## config.mk

```make
export PLATFORM = sky130hd
export DESIGN_NAME = mem_wb_stage
export DESIGN_NICKNAME = d
export VERILOG_FILES = /design/src/rtl/mem_wb_stage.sv
export SDC_FILE = /design/constraint.sdc
export NUM_CORES = 1
export LEC_CHECK = 0
export ABC_AREA = 1
export BUFFER_PORTS_ARGS = -buffer_cell sky130_fd_sc_hd__buf_2
export CELL_PAD_IN_SITES_DETAIL_PLACEMENT = 1
export CELL_PAD_IN_SITES_GLOBAL_PLACEMENT = 1
export CORE_MARGIN = 2
export CORE_UTILIZATION = 43
export CTS_BUF_LIST = sky130_fd_sc_hd__clkbuf_8
export DETAILED_ROUTE_END_ITERATION = 8
export PLACE_DENSITY = 0.95
export SYNTH_ARGS = -nofsm -noshare
export SYNTH_HDL_FRONTEND = slang
export SYNTH_SLANG_ARGS = --single-unit
```

## constraint.sdc

```tcl
create_clock -name CLK -period 7.14 [get_ports CLK]
set_clock_uncertainty 0.15 [all_clocks]
set_input_delay 0.714 -clock CLK [delete_from_list [all_inputs] [get_ports CLK]]
set_output_delay 0.714 -clock CLK [all_outputs]
set_load 0.05 [all_outputs]
```

## src/rtl/mem_wb_stage.sv

```systemverilog
// Memory/write-back stage: waits on variable-latency loads, aligns load data and registers the write-back/bypass triple.
// Optional WB_RETIRE_CNT_EN adds a 64-bit retired-instruction counter output retire_cnt_o.
module mem_wb_stage #(
  parameter int unsigned XLEN      = 32,
  parameter int unsigned RF_ADDR_W = 5
) (
  input  logic                 CLK,
  input  logic                 rst,
  input  logic                 valid_i,
  input  logic                 flush_i,
  output logic                 in_ready_o,
  input  logic [31:0]          pc_plus4_i,
  input  logic [XLEN-1:0]      alu_result_i,
  input  logic [RF_ADDR_W-1:0] rd_i,
  input  logic                 reg_wr_en_i,
  input  logic [1:0]           src_to_reg_i,
  input  logic                 mem_rd_en_i,
  input  logic [2:0]           funct3_i,
  input  logic [31:0]          dmem_rdata_i,
  input  logic                 dmem_rvalid_i,
  output logic [XLEN-1:0]      mem_wb_data,
  output logic [RF_ADDR_W-1:0] mem_wb_rd,
  output logic                 ireg_mem_wb_wr,
  output logic                 wb_valid_o
`ifdef WB_RETIRE_CNT_EN
  ,
  output logic [63:0]          retire_cnt_o
`endif
);

  typedef enum logic {ST_RUN, ST_WAIT} state_t;

  state_t                 state_q, state_d;
  logic [XLEN-1:0]        data_q, data_d;
  logic [RF_ADDR_W-1:0]   rd_q, rd_d;
  logic                   wr_q, wr_d;
  logic                   wbv_q, wbv_d;

  logic [RF_ADDR_W-1:0]   h_rd_q, h_rd_d;
  logic                   h_wr_q, h_wr_d;
  logic [2:0]             h_f3_q, h_f3_d;
  logic [1:0]             h_src_q, h_src_d;
  logic [XLEN-1:0]        h_alu_q, h_alu_d;
  logic [31:0]            h_pc_q, h_pc_d;

  logic                   accept;
  logic                   complete;
  logic [RF_ADDR_W-1:0]   sel_rd;
  logic                   sel_wr;
  logic [2:0]             sel_f3;
  logic [1:0]             sel_src;
  logic [XLEN-1:0]        sel_alu;
  logic [31:0]            sel_pc;
  logic [7:0]             byte_sel;
  logic [15:0]            half_sel;
  logic [XLEN-1:0]        load_val;
  logic [XLEN-1:0]        wb_src;

  assign in_ready_o = (state_q == ST_RUN);
  assign accept     = valid_i & ~flush_i & (state_q == ST_RUN);

  // A completing WAIT uses the captured instruction, not whatever upstream presents now.
  always_comb begin
    if (state_q == ST_WAIT) begin
      sel_rd  = h_rd_q;
      sel_wr  = h_wr_q;
      sel_f3  = h_f3_q;
      sel_src = h_src_q;
      sel_alu = h_alu_q;
      sel_pc  = h_pc_q;
    end else begin
      sel_rd  = rd_i;
      sel_wr  = reg_wr_en_i;
      sel_f3  = funct3_i;
      sel_src = src_to_reg_i;
      sel_alu = alu_result_i;
      sel_pc  = pc_plus4_i;
    end
  end

  always_comb begin
    unique case (sel_alu[1:0])
      2'd0:    byte_sel = dmem_rdata_i[7:0];
      2'd1:    byte_sel = dmem_rdata_i[15:8];
      2'd2:    byte_sel = dmem_rdata_i[23:16];
      default: byte_sel = dmem_rdata_i[31:24];
    endcase
    half_sel = sel_alu[1] ? dmem_rdata_i[31:16] : dmem_rdata_i[15:0];
    unique case (sel_f3)
      3'b000:  load_val = XLEN'($signed(byte_sel));
      3'b100:  load_val = XLEN'(byte_sel);
      3'b001:  load_val = XLEN'($signed(half_sel));
      3'b101:  load_val = XLEN'(half_sel);
      default: load_val = XLEN'(dmem_rdata_i);
    endcase
    unique case (sel_src)
      2'b01:   wb_src = load_val;
      2'b10:   wb_src = XLEN'(sel_pc);
      default: wb_src = sel_alu;
    endcase
  end

  always_comb begin
    state_d  = state_q;
    data_d   = data_q;
    rd_d     = rd_q;
    wr_d     = 1'b0;
    wbv_d    = 1'b0;
    h_rd_d   = h_rd_q;
    h_wr_d   = h_wr_q;
    h_f3_d   = h_f3_q;
    h_src_d  = h_src_q;
    h_alu_d  = h_alu_q;
    h_pc_d   = h_pc_q;
    complete = 1'b0;
    unique case (state_q)
      ST_RUN: begin
        if (accept) begin
          if (mem_rd_en_i && !dmem_rvalid_i) begin
            h_rd_d  = rd_i;
            h_wr_d  = reg_wr_en_i;
            h_f3_d  = funct3_i;
            h_src_d = src_to_reg_i;
            h_alu_d = alu_result_i;
            h_pc_d  = pc_plus4_i;
            state_d = ST_WAIT;
          end else begin
            complete = 1'b1;
          end
        end
      end
      default: begin
        if (dmem_rvalid_i) begin
          complete = 1'b1;
          state_d  = ST_RUN;
        end
      end
    endcase
    if (complete) begin
      data_d = wb_src;
      rd_d   = sel_rd;
      wr_d   = sel_wr & (sel_rd != '0);
      wbv_d  = 1'b1;
    end
  end

  always_ff @(posedge CLK or posedge rst) begin
    if (rst) begin
      state_q <= ST_RUN;
      data_q  <= '0;
      rd_q    <= '0;
      wr_q    <= 1'b0;
      wbv_q   <= 1'b0;
      h_rd_q  <= '0;
      h_wr_q  <= 1'b0;
      h_f3_q  <= '0;
      h_src_q <= '0;
      h_alu_q <= '0;
      h_pc_q  <= '0;
    end else begin
      state_q <= state_d;
      data_q  <= data_d;
      rd_q    <= rd_d;
      wr_q    <= wr_d;
      wbv_q   <= wbv_d;
      h_rd_q  <= h_rd_d;
      h_wr_q  <= h_wr_d;
      h_f3_q  <= h_f3_d;
      h_src_q <= h_src_d;
      h_alu_q <= h_alu_d;
      h_pc_q  <= h_pc_d;
    end
  end

  assign mem_wb_data    = data_q;
  assign mem_wb_rd      = rd_q;
  assign ireg_mem_wb_wr = wr_q;
  assign wb_valid_o     = wbv_q;

`ifdef WB_RETIRE_CNT_EN
  logic [63:0] cnt_q, cnt_d;

  always_comb begin
    cnt_d = cnt_q + {63'd0, wbv_q};
  end

  always_ff @(posedge CLK or posedge rst) begin
    if (rst) cnt_q <= '0;
    else     cnt_q <= cnt_d;
  end

  assign retire_cnt_o = cnt_q;
`endif

endmodule

```

==> impl_metrics.tcl, run 1 <==
set metrics [dict create \
    leakage_uw 0.004140 \
    ys_ff_latch 115 \
    hpwl_um 15770 \
    fin_util_pct 52.46 \
    setup-violations-final 0 \
    drtIter0Drc 606 \
    fin_nets 1163 \
    grt_pass1_wl_um 36040 \
    dpl_cell_area_um2 7276 \
    antenna_found_initial 1 \
    synth_enable_flop_cells 0 \
    die_area_um2 16120 \
    start_kind "flop" \
    cts_buffer_depth 2 \
    hp-class "in2async" \
    syn_nets 1044 \
    worst_pin_slew_ns 1.042 \
    cts_hold_buf 0 \
    io_buffers 152 \
    layout_setup_ws_ns 3.975 \
    drtAntennaViolNets 0 \
    syn-instance-count 929 \
    final_hold_viol_count 0 \
    ys_warn_count 0 \
    num_io_pins 153 \
    rsz0062_at_grt "false" \
    dr.pass1.iters 5 \
    h-tree-depth 4 \
    synth.top_cell.area_share_pct 44.27 \
    grt_overflow 0 \
    path_clk_slew_ns 0.08 \
    cts-root-buf "clkbuf_8" \
    rows 44 \
    max_freq_mhz 315.9 \
    yosysMostFrequentCell "nand2_1" \
    hold_ws_ns 0.1286 \
    synth.cell_area_um2 6500 \
    fin_area_um2 7682 \
    end_kind "flop" \
    period_needed_ns 3.165 \
    start_util_pct 44.39 \
    synth_common_cells "300 x nand2_1, 132 x o21ai_0, 115 x dfrtp_1" \
    numCtsBuffers 17 \
    powerDensity_nw_per_um2 294.8 \
    core_um2 14640 \
    ys_types 25 \
    wl_per_cell_um 18.22 \
    arrival_ns 3.36 \
    drv_slew 0 \
    fp.dieH_um 127.0 \
    grt_max_degree 115 \
    vias 6786 \
    cp.required_ns 7.33 \
    synth_seq_area_share_pct 44.27 \
    synth_ff_type "dfrtp_1" \
    finalCritPeriodShare_pct 44.33 \
    ctsResizeCount 0 \
    vdd_drop_max_v 0.0001298 \
    routabilityCongestion 0.9047 \
    drive_gt1_share_pct 20.08 \
    synth_top_cell_by_area "dfrtp_1" \
    relSlewSlack_pct 30.53 \
    worstPathMaxFanout 50 \
    vias_per_cell 5.446 \
    path_class "reg2reg" \
    async_flop_share_pct 100.0 \
    maxCapViolCount 0 \
    dp_slack_ns 4.107 \
    grt_use_total_pct 28.84 \
    clkSinkCount 115 \
    clock_latency_ns 0.47 \
    drcViolationCount 0 \
    synthToLayoutAreaGrowth_pct 18.19 \
    die_x_um 127.0 \
    synth_area_leaders "dfrtp_1 44%, nand2_1 17%, o21ai_0 10%, inv_1 6.1%, a21oi_1 5.9%" \
    postSynthAreaPerCell_um2 6.997 \
    status "finished clean" \
    wirelength_um 22710 \
    fin_setup_tns_ns 0 \
    postCtsSetupBuffers 0 \
    grt_pass1_vias 6893 \
    cts_tree "yes" \
]
## cells in the final DEF (no fill, tap or decap), types with 7 or more instances in the layout
master	instances
nand2_1	300
buf_4	7
clkbuf_8	19
buf_2	152
o21ai_0	132
nand2_2	7
dfrtp_1	114
a21oi_1	76
nand3_1	19
nor2_1	60
o211ai_1	30
inv_1	107
## cell families after synthesis
kind of cell / share of synthesized area, %
fa+ha+maj: 0.3849
flops: 44.27
compound gates: 20.21
simple gates: 24.29
buf+inv: 10.66
mux: 0.1732
## critical path, cell delays in order (launching register included)
cell	delay, ns
dfrtp_2	0.43
inv_2	0.35
buf_4	0.56
nand2_1	0.11
nand2_1	0.27
buf_4	0.42
inv_2	0.38
nor2_1	0.25
a21oi_1	0.07
## worst paths after layout
path                                                to  slack (ns)                   from  cells past startpoint
min in group CLK                     state_q$_DFF_PP0_        0.33          dmem_rvalid_i                      2
max in group asynchronous            state_q$_DFF_PP0_        5.27                    rst                      3
max reg2reg                mem_wb_data[19]$_DFFE_PP0P_        3.97      state_q$_DFF_PP0_                      8
min                            h_alu_q[14]$_DFFE_PP0P_        0.13                    rst                      2
min reg2reg                      h_rd_q[3]$_DFFE_PP0P_        0.34  h_rd_q[3]$_DFFE_PP0P_                      2
max                        mem_wb_data[19]$_DFFE_PP0P_        3.97      state_q$_DFF_PP0_                      8
## metal layers
layer	track usage, %	part of all wire, %	vias up	wire length (µm)
li1	-	-	3195	-
met1	39.54	45	3295	10110
met2	45.54	47	255	10590
met3	5.905	6.3	41	1434
met4	10.34	2.5	0	570
met5	0	0	-	0
## per-stage QoR
stage,total power (µW),instances
2_1_floorplan,1395,929
3_3_place_gp,1586,1213
3_5_place_dp,1618,1213
4_1_cts,2266,1245
5_1_grt,2367,1246
6_report,2265,1246
## power by group
part	total, µW	internal (µW)	switching (µW)
Combinational	724	189	535
Clock	643	357	287
Sequential	897	800	97.1
Total	2260	1350	919
## registers in the layout (all words and copies together) (netlist names)
signal	cells
h_alu_q	32
h_pc_q	32
mem_wb_data	32
h_rd_q	5
mem_wb_rd	5
h_f3_q	3
h_src_q	2
h_wr_q	1
ireg_mem_wb_wr	1
state_q	1
wb_valid_o	1
## layout make-up
cell class,count,area [µm²]
multi-input cells,646,2942
inverters,109,411.6
repair buffers,159,813.3
well taps,184,230.2
clock inverters,13,142.6
fillers,1984,6962
clock buffers,19,261.5
flip-flops and latches,115,2879
diodes,1,2.502
No activity file was read; power rests on OpenSTA's default activity.
==> inputs of run 2 (changes only) <==
--- a/config.mk
+++ b/config.mk
@@ -10,10 +10,10 @@
 export CELL_PAD_IN_SITES_DETAIL_PLACEMENT = 1
 export CELL_PAD_IN_SITES_GLOBAL_PLACEMENT = 1
 export CORE_MARGIN = 2
-export CORE_UTILIZATION = 43
+export CORE_UTILIZATION = 39
 export CTS_BUF_LIST = sky130_fd_sc_hd__clkbuf_8
 export DETAILED_ROUTE_END_ITERATION = 8
-export PLACE_DENSITY = 0.95
+export PLACE_DENSITY = 0.93
 export SYNTH_ARGS = -nofsm -noshare
 export SYNTH_HDL_FRONTEND = slang
 export SYNTH_SLANG_ARGS = --single-unit
==> constraint.sdc (replaced) <==
create_clock -name CLK -period 3.1 [get_ports CLK]
set_clock_uncertainty 0.15 [all_clocks]
set_input_delay 0.31 -clock CLK [delete_from_list [all_inputs] [get_ports CLK]]
set_output_delay 0.31 -clock CLK [all_outputs]
set_load 0.05 [all_outputs]
==> impl_metrics.tcl, run 2 (same netlist as run 1, synthesis figures left out) <==
set metrics [dict create \
    diodes 0 \
    hpwl_um 16610 \
    crit_top_cell "nand2_1" \
    cp.required_ns 3.29 \
    finalCritPeriodShare_pct 89.08 \
    postCtsSetupBuffers 0 \
    grt_pass1_wl_um 40020 \
    grt_overflow 0 \
    vias 7143 \
    setup-violations-final 0 \
    relSlewSlack_pct 53.11 \
    grt_pass1_vias 7496 \
    antenna_found_initial 0 \
    grt_use_total_pct 29.30 \
    slowest_delay_ns 0.50 \
    vias_per_cell 5.323 \
    clock_latency_ns 0.47 \
    core_um2 16470 \
    drtAntennaViolNets 0 \
    fin_setup_tns_ns 0 \
    start_kind "flop" \
    vdd_drop_max_v 0.0003023 \
    end_kind "flop" \
    maxCapViolCount 0 \
    cts-root-buf "clkbuf_8" \
    crit_chain "buf_4 -> o21ai_0 -> ha_1 -> buf_4 -> inv_1 -> nor2_1 -> nand2_1 -> nand2_1 -> nand2_1 -> a21oi_1" \
    seqCellArea_um2 2879 \
    multi_input_area_um2 2942 \
    period_needed_ns 2.762 \
    drtIter0Drc 543 \
    worstPathMaxFanout 33 \
    cts_tree "yes" \
    final_hold_viol_count 0 \
    powerDensity_nw_per_um2 634.1 \
    leakage_uw 0.004387 \
    start_util_pct 39.48 \
    drv_slew 0 \
    num_io_pins 153 \
    fin_nets 1224 \
    wirelength_um 25600 \
    drive_gt1_share_pct 19.88 \
    worst_pin_slew_ns 0.7023 \
    crit_path_top_delay_cell "dfrtp_2" \
    mostFrequentLayoutCell "nand2_1" \
    fp.dieH_um 133.1 \
    cts_buffer_depth 2 \
    clkSinkCount 115 \
    synthToLayoutAreaGrowth_pct 27.74 \
    ctsResizeCount 0 \
    dr.pass1.iters 5 \
    hp-class "in2reg" \
    rows 47 \
    fillers 2145 \
    cp_top_family "buffers and inverters" \
    hold_ws_ns 0.01256 \
    wl_per_cell_um 19.08 \
    layout_setup_ws_ns 0.3384 \
    layout_common_cells "300 x nand2_1, 152 x buf_2, 132 x o21ai_0" \
    numCtsBuffers 17 \
    path_clk_slew_ns 0.07 \
    routabilityCongestion 0.8791 \
    drcViolationCount 0 \
    arrival_ns 2.95 \
    die_x_um 133.1 \
    grt_max_degree 116 \
    path_class "reg2reg" \
    dp_slack_ns 0.4486 \
    max_freq_mhz 362.1 \
    h-tree-depth 4 \
    rsz0062_at_grt "false" \
    status "finished clean" \
    crit_buf_inv 3 \
    io_buffers 152 \
    die_area_um2 17720 \
]
==> run 2: path summary, 6_finish.rpt <==
check / start / to / slack (ns) / cells after the start
min in group asynchronous: rst / h_alu_q[17]$_DFFE_PP0P_ / 0.45 / 4
hold / removal: alu_result_i[29] / h_alu_q[29]$_DFFE_PP0P_ / 0.01 / 3
setup reg to reg: state_q$_DFF_PP0_ / mem_wb_data[22]$_DFFE_PP0P_ / 0.34 / 10
setup / recovery: state_q$_DFF_PP0_ / mem_wb_data[22]$_DFFE_PP0P_ / 0.34 / 10
max in group asynchronous: rst / state_q$_DFF_PP0_ / 1.84 / 4
hold reg to reg: h_pc_q[13]$_DFFE_PP0P_ / h_pc_q[13]$_DFFE_PP0P_ / 0.34 / 2
==> run 2: report_power, final <==
part	total [µW]	switching, µW	leakage, µW	internal [µW]
Clock	1400	666	0.000206	738
Combinational	1780	1290	0.00277	494
Sequential	2080	238	0.00141	1840
==> run 2: layer usage <==
| metal | GRT usage (%) | share of wire (%) | vias up |
|---|---|---|---|
| li1 | - | - | 3307 |
| met2 | 47.18 | 47 | 275 |
| met5 | 0 | 0 | - |
| met3 | 5.784 | 5.7 | 101 |
| met4 | 14.78 | 4.8 | 0 |
| met1 | 37.81 | 42 | 3460 |
==> run 2: cell type report <==
type,instances,area share [%]
Multi-Input combinational cell,646,35.43
Sequential cell,115,34.67
Timing Repair Buffer,220,17.06
Inverter,109,4.973
Tap cell,220,3.315
Clock buffer,19,3.149
Clock inverter,13,1.401
==> run 2: per-stage QoR <==
step | util, % | power, µW | std cells | instance area (µm²)
after global placement | 44.91 | 3667 | 1257 | 7395
final | 50.43 | 5265 | 1342 | 8303
after CTS | 50.36 | 5186 | 1341 | 8293
after floorplan | - | 3214 | 929 | 6504
after detailed placement | 44.91 | 3749 | 1257 | 7395
after global routing | 50.43 | 5511 | 1342 | 8303
==> run 2: what timing repair did <==
item | 4_1_cts | 5_1_grt
endpoints found under the setup margin | 0 | 0
endpoints found under the hold margin | 166 | 1
hold buffers | 52 | 1
==> run 2: worst min-delay path, delay by kind of cell <==
| kind | cells | cell delay, ns |
|---|---|---|
| AOI/OAI and AO/OA | 1 | 0.09 |
| buffers and inverters | 2 | 0.17 |
